[config.mk]
export PLATFORM = sky130hd
export DESIGN_NAME = uart_tx_periph
export DESIGN_NICKNAME = d
export VERILOG_FILES = /design/src/rtl/uart_tx_periph.sv
export SDC_FILE = /design/constraint.sdc
export NUM_CORES = 1
export LEC_CHECK = 0
export ABC_AREA = 0
export BUFFER_PORTS_ARGS = -buffer_cell sky130_fd_sc_hd__buf_4
export CAP_MARGIN = 10
export CELL_PAD_IN_SITES_DETAIL_PLACEMENT = 1
export CELL_PAD_IN_SITES_GLOBAL_PLACEMENT = 1
export CORE_MARGIN = 2
export CORE_UTILIZATION = 44
export DETAILED_ROUTE_END_ITERATION = 10
export GPL_TIMING_DRIVEN = 0
export HOLD_SLACK_MARGIN = 0.1
export PLACE_DENSITY_LB_ADDON = 0.1
export SYNTH_ARGS = -nofsm -noshare
export SYNTH_HDL_FRONTEND = slang
export SYNTH_SLANG_ARGS = --single-unit
[constraint.sdc]
create_clock -name clk -period 7.65 [get_ports clk]
set_input_delay 0.765 -clock clk [delete_from_list [all_inputs] [get_ports clk]]
set_output_delay 0.765 -clock clk [all_outputs]
set_load 0.05 [all_outputs]
[src/rtl/uart_tx_periph.sv]
// uart_tx_periph: memory-mapped UART transmitter with a small TX FIFO.
// Register map (byte offsets from BASE_ADDR):
//   0x0 TXD    W: queue wdata[7:0]             R: 0
//   0x4 STATUS R: {count, ovf, irq_pend, empty, full, busy}
//              W: bit3 clears irq_pend, bit4 clears ovf
//   0x8 CTRL   R/W: bit0 ie, bit1 odd parity (parity builds only)
// Frames are 8N1, LSB first, each bit BAUD_DIV clocks long.
// Optional feature: define UART_TX_PARITY_EN to insert a parity bit between
// the data bits and the stop bit (even parity, odd when CTRL[1]=1).

module uart_tx_periph #(
  parameter logic [31:0] BASE_ADDR = 32'h4000_0020,
  parameter int unsigned BAUD_DIV  = 10417,
  parameter int unsigned FIFO_AW   = 2
) (
  input  logic        clk,
  input  logic        reset,
  input  logic        MemRd,
  input  logic        MemWr,
  input  logic [31:0] addr,
  input  logic [31:0] wdata,
  output logic [31:0] rdata,
  output logic        tx,
  output logic        irq
);

  localparam int unsigned        DEPTH     = 1 << FIFO_AW;
  localparam int unsigned        CNT_W     = FIFO_AW + 1;
  localparam logic [FIFO_AW-1:0] PTR_ONE   = FIFO_AW'(1);
  localparam logic [CNT_W-1:0]   CNT_ONE   = CNT_W'(1);
  localparam logic [CNT_W-1:0]   CNT_FULL  = CNT_W'(DEPTH);
  localparam logic [15:0]        BAUD_LOAD = 16'(BAUD_DIV - 1);
  localparam logic [29:0]        TXD_WA    = BASE_ADDR[31:2];
  localparam logic [29:0]        STAT_WA   = TXD_WA + 30'd1;
  localparam logic [29:0]        CTRL_WA   = TXD_WA + 30'd2;

  typedef enum logic [2:0] {
    S_IDLE,
    S_START,
    S_DATA,
`ifdef UART_TX_PARITY_EN
    S_PARITY,
`endif
    S_STOP
  } state_e;

  // Bus decode
  logic hit_txd, hit_stat, hit_ctrl;
  logic push, push_ok, pop, full, empty;

  // FIFO
  logic [7:0]         fifo_mem [DEPTH];
  logic [7:0]         fifo_rd;
  logic [FIFO_AW-1:0] wr_ptr_q, wr_ptr_d, rd_ptr_q, rd_ptr_d;
  logic [CNT_W-1:0]   count_q, count_d;
  logic [2:0]         count_rd;

  // Serialiser
  state_e      state_q, state_d;
  logic [15:0] baud_q, baud_d;
  logic [2:0]  bit_q, bit_d;
  logic [7:0]  shift_q, shift_d;
  logic        load_frame, irq_set;

  // Control / status
  logic ie_q, ie_d, ovf_q, ovf_d, irq_pend_q, irq_pend_d, irq_q, irq_d;
`ifdef UART_TX_PARITY_EN
  logic odd_q, odd_d, par_q, par_d;
`endif

  logic unused_bits;

  assign hit_txd  = (addr[31:2] == TXD_WA);
  assign hit_stat = (addr[31:2] == STAT_WA);
  assign hit_ctrl = (addr[31:2] == CTRL_WA);

  assign full     = (count_q == CNT_FULL);
  assign empty    = (count_q == '0);
  assign push     = MemWr & hit_txd;
  // A pop in the same cycle frees a slot, so a push into a full FIFO still fits.
  assign push_ok  = push & (~full | pop);
  assign fifo_rd  = fifo_mem[rd_ptr_q];
  assign count_rd = 3'(count_q);

  assign irq         = irq_q;
  assign unused_bits = ^{addr[1:0], wdata[31:8]};

  // FIFO storage: written on accepted pushes only.
  // NOTE: the data array has no reset; count and pointers define which entries
  // are valid, so stale contents are never observed and the array stays plain storage.
  always_ff @(posedge clk) begin
    if (push_ok) fifo_mem[wr_ptr_q] <= wdata[7:0];
  end

  // FIFO pointer and occupancy update.
  // NOTE: every always_comb output gets its default first, so no path leaves
  // a signal unassigned and no latch is inferred.
  always_comb begin
    wr_ptr_d = wr_ptr_q;
    rd_ptr_d = rd_ptr_q;
    count_d  = count_q;
    if (push_ok) wr_ptr_d = wr_ptr_q + PTR_ONE;
    if (pop)     rd_ptr_d = rd_ptr_q + PTR_ONE;
    if (push_ok && !pop)      count_d = count_q + CNT_ONE;
    else if (pop && !push_ok) count_d = count_q - CNT_ONE;
  end

  // Frame FSM: next state, baud/bit counters and shift register.
  always_comb begin
    state_d    = state_q;
    baud_d     = baud_q;
    bit_d      = bit_q;
    shift_d    = shift_q;
    load_frame = 1'b0;
    irq_set    = 1'b0;
    pop        = 1'b0;
`ifdef UART_TX_PARITY_EN
    par_d      = par_q;
`endif
    case (state_q)
      S_IDLE: begin
        load_frame = ~empty;
      end
      S_START: begin
        if (baud_q == '0) begin
          state_d = S_DATA;
          baud_d  = BAUD_LOAD;
          bit_d   = '0;
        end else begin
          baud_d = baud_q - 16'd1;
        end
      end
      S_DATA: begin
        if (baud_q == '0) begin
          baud_d  = BAUD_LOAD;
          shift_d = {1'b0, shift_q[7:1]};
          bit_d   = bit_q + 3'd1;
          if (bit_q == 3'd7) begin
`ifdef UART_TX_PARITY_EN
            state_d = S_PARITY;
`else
            state_d = S_STOP;
`endif
          end
        end else begin
          baud_d = baud_q - 16'd1;
        end
      end
`ifdef UART_TX_PARITY_EN
      S_PARITY: begin
        if (baud_q == '0) begin
          state_d = S_STOP;
          baud_d  = BAUD_LOAD;
        end else begin
          baud_d = baud_q - 16'd1;
        end
      end
`endif
      S_STOP: begin
        if (baud_q == '0) begin
          if (empty) begin
            state_d = S_IDLE;
            irq_set = 1'b1;
          end else begin
            load_frame = 1'b1;
          end
        end else begin
          baud_d = baud_q - 16'd1;
        end
      end
      default: state_d = S_IDLE;
    endcase

    // Start a new frame from IDLE or straight out of STOP (no idle gap).
    if (load_frame) begin
      pop     = 1'b1;
      shift_d = fifo_rd;
      state_d = S_START;
      baud_d  = BAUD_LOAD;
      bit_d   = '0;
`ifdef UART_TX_PARITY_EN
      par_d   = odd_q ? ~^fifo_rd : ^fifo_rd;
`endif
    end
  end

  // Control and sticky status bits; a set wins over a same-cycle clear.
  always_comb begin
    ie_d       = ie_q;
    ovf_d      = ovf_q;
    irq_pend_d = irq_pend_q;
`ifdef UART_TX_PARITY_EN
    odd_d      = odd_q;
`endif
    if (MemWr && hit_ctrl) begin
      ie_d  = wdata[0];
`ifdef UART_TX_PARITY_EN
      odd_d = wdata[1];
`endif
    end
    if (MemWr && hit_stat) begin
      if (wdata[3]) irq_pend_d = 1'b0;
      if (wdata[4]) ovf_d      = 1'b0;
    end
    if (push && !push_ok) ovf_d      = 1'b1;
    if (irq_set)          irq_pend_d = 1'b1;
    irq_d = irq_pend_q & ie_q;
  end

  // Serial line driven from registered state: high whenever idle or in reset.
  always_comb begin
    tx = 1'b1;
    case (state_q)
      S_START:  tx = 1'b0;
      S_DATA:   tx = shift_q[0];
`ifdef UART_TX_PARITY_EN
      S_PARITY: tx = par_q;
`endif
      default:  tx = 1'b1;
    endcase
  end

  // Read mux: zero unless a mapped register is being read.
  always_comb begin
    rdata = '0;
    if (MemRd) begin
      if (hit_stat) begin
        rdata[7:0] = {count_rd, ovf_q, irq_pend_q, empty, full, (state_q != S_IDLE)};
      end else if (hit_ctrl) begin
        rdata[0] = ie_q;
`ifdef UART_TX_PARITY_EN
        rdata[1] = odd_q;
`endif
      end
    end
  end

  // State registers with asynchronous active-low reset.
  // NOTE: sequential state uses non-blocking assignments so every flop samples
  // pre-edge values regardless of statement order.
  always_ff @(posedge clk or negedge reset) begin
    if (!reset) begin
      wr_ptr_q   <= '0;
      rd_ptr_q   <= '0;
      count_q    <= '0;
      state_q    <= S_IDLE;
      baud_q     <= '0;
      bit_q      <= '0;
      shift_q    <= '0;
      ie_q       <= 1'b0;
      ovf_q      <= 1'b0;
      irq_pend_q <= 1'b0;
      irq_q      <= 1'b0;
`ifdef UART_TX_PARITY_EN
      odd_q      <= 1'b0;
      par_q      <= 1'b0;
`endif
    end else begin
      wr_ptr_q   <= wr_ptr_d;
      rd_ptr_q   <= rd_ptr_d;
      count_q    <= count_d;
      state_q    <= state_d;
      baud_q     <= baud_d;
      bit_q      <= bit_d;
      shift_q    <= shift_d;
      ie_q       <= ie_d;
      ovf_q      <= ovf_d;
      irq_pend_q <= irq_pend_d;
      irq_q      <= irq_d;
`ifdef UART_TX_PARITY_EN
      odd_q      <= odd_d;
      par_q      <= par_d;
`endif
    end
  end

endmodule

* Word level (Yosys, flattened, before mapping)
Memory sizes are Yosys's and may differ from the RTL's.
Index checks and enable logic that the tools add are counted.
** Operators by class
- Add/subtract/negate cells :: 6
- Equal/unequal tests :: 15
- Multiplexer cells :: 40
- Bitwise operators :: 6
- Reductions and logical operators :: 27
** Operators with widths (count)
- 30-bit by 29-bit equality test with 1-bit output (second input constant) :: 3
- 16-bit two-way mux :: 3
- 3-bit two-way mux :: 11
- 8-bit two-way mux :: 4
- 16-bit one-hot mux with 2 select lines :: 1
- 3-bit != test (second input constant) :: 6
- 16-bit zero test :: 1
- 1-bit two-way mux :: 16
- 16-bit by 1-bit subtractor with 16-bit output (second input constant) :: 1
- 2-bit nonzero test :: 7
- 3-bit one-hot mux with 4 select lines :: 1
- 3-bit nonzero test :: 3
- 2-bit AND reduction :: 4
- 7-bit two-way mux :: 1
- 3-bit by 1-bit adder with 3-bit output (second input constant) :: 2
- 3-bit by 2-bit equality test with 1-bit output (second input constant) :: 2
- 3-bit equality test (second input constant) :: 2
- 3-bit zero test :: 2
- 3-bit one-hot mux with 2 select lines :: 1
- 6-bit AND reduction :: 1
- 1-bit logical AND :: 5
- 2-bit by 1-bit adder with 2-bit output (second input constant) :: 2
- 1-bit one-hot mux with 2 select lines :: 2
- 1-bit AND :: 3
- other kinds (8) :: 10
** Word-level totals
- Register bits :: 41
- Bits in writable memories :: 32
- Logic and storage cells :: 106
- Memories kept :: 1
** Memory list
- fifo_mem :: words 4, bits a word 8, read ports 1, clocked after memory_dff 0, write ports 1, RTL line 52 : logic [7:0] fifo_mem [DEPTH];

* Depth between registers and ports, before layout
Gate-level depths: netlist (run 1).
- Depth after elaboration :: 11
- Mapped depth :: 13
- Depth with buffers taken out :: 12

* Worst setup path before layout (run 1)
Ideal clock, no wire load.
- Path type :: flip-flop to flip-flop
- Start point :: register baud_q[0]
- End point :: register count_q[2]
- Library setup time :: 0.079 ns
- Arrival :: 2.926 ns
- Path slack :: 4.645 ns
- Cell stages (with the launch flop) :: 13
- Path buffers :: 0
- Path through :: dfrtp_1 -> inv_1 -> ha_1 -> or4b_2 -> nor4_2 -> o21ai_1 -> a211oi_4 -> ha_1 -> inv_1 -> fa_1 -> xor2_1 -> nor2_1 -> xor2_1
** On the way
- Word-level cells in the longest chain between the ends :: 9
** Ends and longest elaborated chain
- start: declaration :: RTL line 60 : logic [15:0] baud_q, baud_d;
- start signal: assignment :: RTL line 263 : baud_q <= baud_d;
- 16-bit zero test (*) :: RTL line 160 : if (baud_q == '0) begin
- 1-bit two-way mux (*) :: RTL line 160
- 1-bit one-hot mux with 2 select lines (*) :: RTL line 120 : case (state_q)
- 1-bit two-way mux (*) :: RTL line 175 : if (load_frame) begin
- 1-bit bitwise OR (*) :: RTL line 81 : assign push_ok = push & (~full | pop);
- 1-bit AND (*) :: RTL line 81
- net push_ok :: RTL line 49 : logic push, push_ok, pop, full, empty;
- 1-bit zero test :: RTL line 105 : else if (pop && !push_ok) count_d = count_q - CNT_ONE;
- 1-bit logical AND :: RTL line 105
- 2-bit nonzero test (no line)
- end signal: assignment :: RTL line 261 : count_q <= count_d;
- end: declaration :: RTL line 55 : logic [CNT_W-1:0] count_q, count_d;
The timed path passes the listed nets; every way through them passes the cells marked *.
A chain may end at the register's enable or synchronous reset.

* Worst setup path after layout (run 1)
- Start point :: register state_q[1]
- End point :: register count_q[2]
** On the way
- Word-level cells in the longest chain between the ends :: 8
** Ends and longest elaborated chain
- start: declaration :: RTL line 59 : state_e state_q, state_d;
- start signal: assignment :: RTL line 262 : state_q <= state_d;
- 3-bit by 2-bit equality test with 1-bit output or 3-bit zero test (tied branches) :: RTL line 120
- 1-bit one-hot mux with 2 select lines (*) :: RTL line 120
- 1-bit two-way mux (*) :: RTL line 175
- 1-bit bitwise OR (*) :: RTL line 81
- 1-bit AND (*) :: RTL line 81
- net push_ok :: RTL line 49
- 1-bit zero test :: RTL line 105
- 1-bit logical AND :: RTL line 105
- 2-bit nonzero test (no line)
Marks and branches as above.

==> results of run 1 <==
## logic make-up after synthesis
group	Yosys count
XOR/XNOR	16
flip-flops	72
AND/OR/NAND/NOR	104
other	1
multiplexers	21
buffers and inverters	45
AO/OA/AOI/OAI	53
adder cells (fa/ha/maj)	13
## stage by stage
step	std cells	total power [W]	utilization, %	hold WS (ns)	setup WS [ns]
after detailed placement	507	0.000473	51.6	0.502	4.21
final	523	0.000820	54.3	0.384	4.22
after global placement	507	0.000472	51.6	0.493	4.23
after global routing	523	0.000845	54.3	0.423	3.93
after CTS	523	0.000828	54.3	0.406	4.18
after floorplan	348	0.000449	-	0.461	4.64
## flip-flops by register name (all words and copies together), names as in the netlist, 2 cells and up
| name | count |
|---|---|
| state_q | 2 |
| wr_ptr_q | 2 |
| baud_q | 16 |
| fifo_mem | 32 |
| bit_q | 3 |
| count_q | 3 |
| rd_ptr_q | 2 |
| shift_q | 8 |
## critical path, cell delays in order, from the launching register on
cell and delay [ns]:
dfrtp_1 0.42, ha_1 0.16, buf_2 0.22, or4b_1 0.47
nor4_2 0.34, o21ai_1 0.18, a211oi_4 0.44, ha_1 0.26
inv_1 0.06, fa_1 0.37, xor2_1 0.16, nor2_1 0.12
xor2_1 0.15
## placed cells by master (no fill, tap or decap), types with 5 or more instances in the layout
master / Yosys / routed
edfxtp_1: 32 / 32
mux4_2: 8 / 8
clkbuf_8: 0 / 9
o21ai_0: 12 / 12
mux2i_1: 10 / 10
nor4_1: 7 / 7
xor2_1: 10 / 10
nand2_1: 24 / 24
nor3_1: 7 / 7
inv_1: 11 / 11
conb_1: 1 / 24
buf_4: 26 / 77
and2_1: 13 / 13
xnor2_1: 6 / 6
nor2_1: 21 / 21
nand3_1: 5 / 5
ha_1: 12 / 12
o2111ai_1: 6 / 6
dfrtp_1: 40 / 40
a21oi_1: 9 / 9
## routing by layer
layer	global-route usage, %	part of all wire [%]	up-vias	wire [µm]
met5	0	0	-	0
met1	26.9	48	1327	4060
met2	30.3	46	73	3920
li1	-	-	1309	-
met3	4.03	5.1	11	430
met4	5.66	1.3	0	107
## area by class of cell
class	count	area, µm²
Buffer	34	241
Clock buffer	9	124
Clock inverter	7	109
Fill cell	975	3930
Inverter	11	41.3
Multi-Input combinational cell	231	1670
Sequential cell	72	1960
Tap cell	108	135
Timing Repair Buffer	51	383
## power groups by stage
stage | logic (W) | clock network [W] | registers [W]
floorplan | 0.0000366 | 0 | 0.000412
global placement | 0.0000597 | 0 | 0.000412
detailed placement | 0.0000606 | 0 | 0.000412
CTS | 0.0000606 | 0.000363 | 0.000404
global route | 0.0000646 | 0.000377 | 0.000404
finish | 0.0000605 | 0.000356 | 0.000404
## path summary, 6_finish.rpt
check,endpoint,slack (ns),start,depth (start not counted)
worst min-delay path,shift_q[5],0.38,reset,1
worst max-delay path,count_q[2],4.22,state_q[1],12
min in group clk,baud_q[7],0.53,baud_q[7],2
worst max register to register,count_q[2],4.22,state_q[1],12
worst min register to register,baud_q[7],0.53,baud_q[7],2
max in group asynchronous,baud_q[14],6.88,reset,1
==> key figures, run 1 <==
Run status
  • Status: complete, no violations

Clock network
  • Worst-case clock buffer depth: 2
  • Total CTS buffers: 9
  • TritonCTS clock tree: done
  • Skew-Pair Late Insertion Delay: 0.36 ns
  • H-tree Lvls: 3
  • Cts hold-fix bufs: 0
  • Root buffer cell: clkbuf_8
  • # resized after CTS: 0
  • CTS clk-pin slew, worst paths: 0.09 ns
  • Postcts setup bufs: 0
  • CTS Sinks: 72

Synthesis
  • Mapped Cells: 325
  • Synthesized-area fraction occupied by adder cells: 4.45%
  • Compound-Gate Fraction of Synth Area: 9.55%
  • Ys async rst share: 55.6%
  • Yosys warns: 0
  • EDFF count, synth: 32
  • Netlist cell types: 59
  • Synth area leader: dfrtp_1
  • Post-synthesis xor/xnor area fraction: 3.66%
  • Count leader, synth: dfrtp_1
  • Sequential share of the synthesized area: 51.3%
  • Register bit total from synthesis: 72
  • Main synth FF type: dfrtp_1
  • Largest family of logic cells by synthesized area: simple AND/OR/NAND/NOR gates
  • Multiplexer share of the synthesized area: 8.21%
  • Synth top area share: 26.2%
  • Synthesized cell area: 3830 µm²
  • Simple-gate portion of the synthesized area: 15.4%
  • Synthesized area per cell: 11.8 µm²
  • Commonest cells in the netlist: dfrtp_1, edfxtp_1, buf_4, nand2_1, nor2_1
  • Synth area leaders: dfrtp_1, edfxtp_1, buf_4, mux4_2, ha_1

Global routing
  • Largest net degree at the start of global routing: 41
  • Vias in the first global route: 2911
  • First-pass GRT wire length: 14500 µm
  • Initial antenna violation count: 0
  • Gr usage total: 19.2%
  • GRT Residual Overflow: 0

STA
  • Slew Viols, Final: 0
  • Unrepaired setup endpoints after global routing: false
  • Final worst path period need: 3.43 ns
  • Fin crit share: 44.9%
  • Fin. Hold Viols: 0
  • Worst Clk Skew: 0.00951 ns
  • Least-Margin Pin Slew: 0.987 ns
  • Max Clock Freq: 0.291 GHz
  • TNS Setup: 0 ns
  • Max-slew headroom: 32.5%
  • Setup violators final: 0

Routing
  • Per-cell routed wire length: 16.3 µm
  • Total Wirelength: 8510 µm
  • DR vias: 2720
  • Iter 0 DRT Violations: 84
  • # DRC: 0
  • Antenna-violating nets left: 0
  • First-pass DRT Iterations: 4
  • Vias per cell: 5.20

Pwr
  • Gate power share: 7.4%
  • Sw Share: 24.7%
  • VDD IR max: 0.151 mV
  • Clock Power Share: 43.4%
  • LEAKAGE: 2.04 nW
  • P_sw: 0.000202 W
  • Flop pwr share: 49.2%
  • PD cells: 176 nW/µm²
  • Internal: 0.000617 W

Critical path
  • Critical path start-end classification: reg -> reg
  • Worst path arrival time: 3.72 ns
  • Setup crit start kind: flop
  • Crit-path max FO: 10
  • Crit path required time: 7.93 ns
  • CP Capture Type: flop

Floorplan
  • Core area: 8590 µm²
  • Die area: 9460 µm²
  • Die W: 97.3 µm
  • FP Rows: 34
  • Die H: 97.3 µm
  • Starting Density: 44.5%
  • # IOs: 102

Placement
  • PortBufs: 51
  • Post-DP Area: 4430 µm²
  • Placer Congestion: 0.811
  • DP Wirelength: 6250 µm

Finish
  • Number of nets in the layout: 491
  • Final instance area: 4660 µm²
  • Area Overhead vs Synth: 21.9%
  • Ant diodes: 0
  • Fraction of layout cells with a size suffix above 1: 28.4%

Hold path
  • Worst min path class: in -> async

Job
  • Max_cap viols: 0
No activity file was read; power rests on OpenSTA's default activity.
==> inputs of run 2 (changes only) <==
--- a/config.mk
+++ b/config.mk
@@ -11,7 +11,7 @@
 export CELL_PAD_IN_SITES_DETAIL_PLACEMENT = 1
 export CELL_PAD_IN_SITES_GLOBAL_PLACEMENT = 1
 export CORE_MARGIN = 2
-export CORE_UTILIZATION = 44
+export CORE_UTILIZATION = 41
 export DETAILED_ROUTE_END_ITERATION = 10
 export GPL_TIMING_DRIVEN = 0
 export HOLD_SLACK_MARGIN = 0.1
==> constraint.sdc (replaced) <==
create_clock -name clk -period 3.3 [get_ports clk]
set_input_delay 0.33 -clock clk [delete_from_list [all_inputs] [get_ports clk]]
set_output_delay 0.33 -clock clk [all_outputs]
set_load 0.05 [all_outputs]
==> key figures, run 2 (same netlist as run 1, synthesis figures left out) <==
Finish
  • Ant diodes: 0 (unchanged)
  • Area Overhead vs Synth: 21.3%
  • Top flop regs: fifo_mem x32, baud_q x16, shift_q x8
  • Fraction of layout cells with a size suffix above 1: 28.5% (+0.10 points)
  • Most flop-heavy register: fifo_mem
  • Number of nets in the layout: 493 (+0.41%)
  • Leading cell types in the layout, fill and taps excluded: buf_4, dfrtp_1, edfxtp_1
  • Most common cell after layout, fill and taps aside: buf_4
  • Largest register FFs: 32 (unchanged)

Routing
  • Per-cell routed wire length: 16.0 µm (-1.6%)
  • Antenna-violating nets left: 0 (unchanged)
  • Vias per cell: 5.16 (-0.73%)
  • # DRC: 0 (unchanged)
  • DR vias: 2726 (+0.22%)
  • Total Wirelength: 8460 µm (-0.67%)
  • First-pass DRT Iterations: 4 (unchanged)
  • Iter 0 DRT Violations: 139 (+65%)

Critical path
  • Crit-path max FO: 10 (unchanged)
  • Crit path required time: 3.54 ns (-4.39 ns)
  • Slowest-stage cell, CP: or4b_2
  • CP Capture Type: flop
  • Setup crit start kind: flop
  • CP Cell Sequence: inv_1 -> ha_1 -> or4b_2 -> nor4_4 -> o21a_1 -> buf_4 -> inv_1 -> ha_1 -> inv_1 -> fa_1 -> mux2_2
  • Reg2Reg Setup Slack: 0.16 ns (-4.06 ns)
  • Reg2reg start: baud_q[0]
  • Worst R2R End: count_q[1]
  • Critical Path Most Common Cell: inv_1
  • Critical path start-end classification: reg -> reg
  • CP Launch Point: baud_q[0]
  • Max incr delay on CP: 0.64 ns (+0.17 ns)
  • Worst path arrival time: 3.39 ns (-0.33 ns)
  • Path depth of the worst reg2reg path: 11 (-1)

Clock network
  • Worst-case clock buffer depth: 2 (unchanged)
  • CTS clk-pin slew, worst paths: 0.09 ns (about the same)
  • Skew-Pair Late Insertion Delay: 0.35 ns (about the same)
  • CTS Sinks: 72 (unchanged)
  • TritonCTS clock tree: done
  • H-tree Lvls: 3 (unchanged)
  • Root buffer cell: clkbuf_8
  • Total CTS buffers: 9 (unchanged)

Job
  • Max_cap viols: 0 (unchanged)

Floorplan
  • # IOs: 102 (unchanged)
  • Die W: 101 µm (+3.4%)
  • FP Rows: 35 (+2.9%)
  • Die area: 10100 µm² (+7.0%)
  • Starting Density: 41.8% (-2.7 points)
  • Die H: 101 µm (+3.4%)
  • Core area: 9150 µm² (+6.5%)

STA
  • Final worst path period need: 3.14 ns (-0.290 ns)
  • Setup violators final: 0 (unchanged)
  • Least-Margin Pin Slew: 1.01 ns (+0.0242 ns)
  • Fin crit share: 95.2% (+50 points)
  • Fin worst setup slack: 0.157 ns (-4.06 ns)
  • Max Clock Freq: 0.318 GHz (+9.2%)
  • Worst Clk Skew: 0.0150 ns (+0.00551 ns)
  • Fin. Hold Viols: 0 (unchanged)
  • Hold WS: 0.173 ns (-0.211 ns)
  • Slew Viols, Final: 0 (unchanged)
  • Max-slew headroom: 30.8% (-1.7 points)

Global routing
  • GRT Residual Overflow: 0 (unchanged)
  • First-pass GRT wire length: 13900 µm (-4.1%)
  • Largest net degree at the start of global routing: 41 (unchanged)
  • Initial antenna violation count: 0 (unchanged)
  • Gr usage total: 17.7% (-1.5 points)
  • Vias in the first global route: 2779 (-4.5%)

Pwr
  • VDD IR max: 0.258 mV (+71%)
  • Total power: 0.00171 W (+110%)
  • PD cells: 369 nW/µm² (+110%)
  • LEAKAGE: 2.02 nW (-1.2%)

Hold path
  • Worst Hold Depth: 1
  • Hold EP: fifo_mem[0][2]
  • Worst min path class: in -> reg
  • Min-Delay Startpoint: wdata[2]

Placement
  • DP Worst Slack: -0.130 ns (-4.34 ns)
  • DP Wirelength: 6220 µm (-0.36%)
  • Placer Congestion: 0.879 (+8.4%)
  • PortBufs: 51 (unchanged)

Run status
  • Status: complete, no violations
[run 2: routing by layer]
| layer | share of wire [%] | track usage, % | vias up |
|---|---|---|---|
| met3 | 5.7 | 4.58 | 7 |
| met1 | 48 | 25.4 | 1329 |
| met4 | 0.79 | 3.48 | 0 |
| met2 | 46 | 27.3 | 78 |
| met5 | 0 | 0 | - |
| li1 | - | - | 1312 |
[run 2: where the power goes]
group | leakage [nW] | switching [W] | internal, W | total [W]
logic | 1.15 | 0.0000878 | 0.0000533 | 0.000141
registers | 0.786 | 0.00000000000572 | 0.000936 | 0.000936
clock network | 0.0839 | 0.000358 | 0.000278 | 0.000636
total | 2.02 | 0.000446 | 0.00127 | 0.00171
[run 2: worst max path at each step]
stage | end | slack, ns | depth (start not counted)
after floorplan | count_q[2] | 0.29 | 12
after global placement | count_q[2] | -0.11 | 12
after detailed placement | count_q[2] | -0.13 | 12
after CTS | count_q[2] | 0.08 | 12
after global routing | count_q[2] | -0.02 | 12
final | count_q[1] | 0.16 | 11
[run 2: timing repair]
action                                  CTS  global route
buffers inserted                          1             0
hold endpoints to repair                 40             0
hold buffers                              1             0
endpoints found under the setup margin    2             1
gates resized for setup                   0             2
pin swaps                                 1             0
[run 2: final cells by class]
type                    count  area [µm²]
plain buffers              34         241
repair buffers             53         400
well taps                 111         139
fillers                  1001        4510
clock buffers               9         124
flip-flops and latches     72        1960
inverters                  11        41.3
clock inverters             7        53.8
multi-input cells         231        1680
[run 2: through the flow]
stage,util (%),TNS [ns],cell area (µm²),std cells
2_1_floorplan,-,0,3910,348
3_3_place_gp,48.5,-0.130,4440,510
3_5_place_dp,48.5,-0.170,4440,510
4_1_cts,50.6,0,4630,528
5_1_grt,50.7,-0.0228,4640,528
6_report,50.7,0,4640,528
[run 2: critical path: cells and delay by family, from the launching register on]
family / cells / cell delay, ns
and+or+nand+nor: 2 / 0.88
DFF: 1 / 0.46
muxes: 1 / 0.27
adders and majority gates: 3 / 0.83
AOI/OAI and AO/OA: 1 / 0.15
buffers and inverters: 4 / 0.44
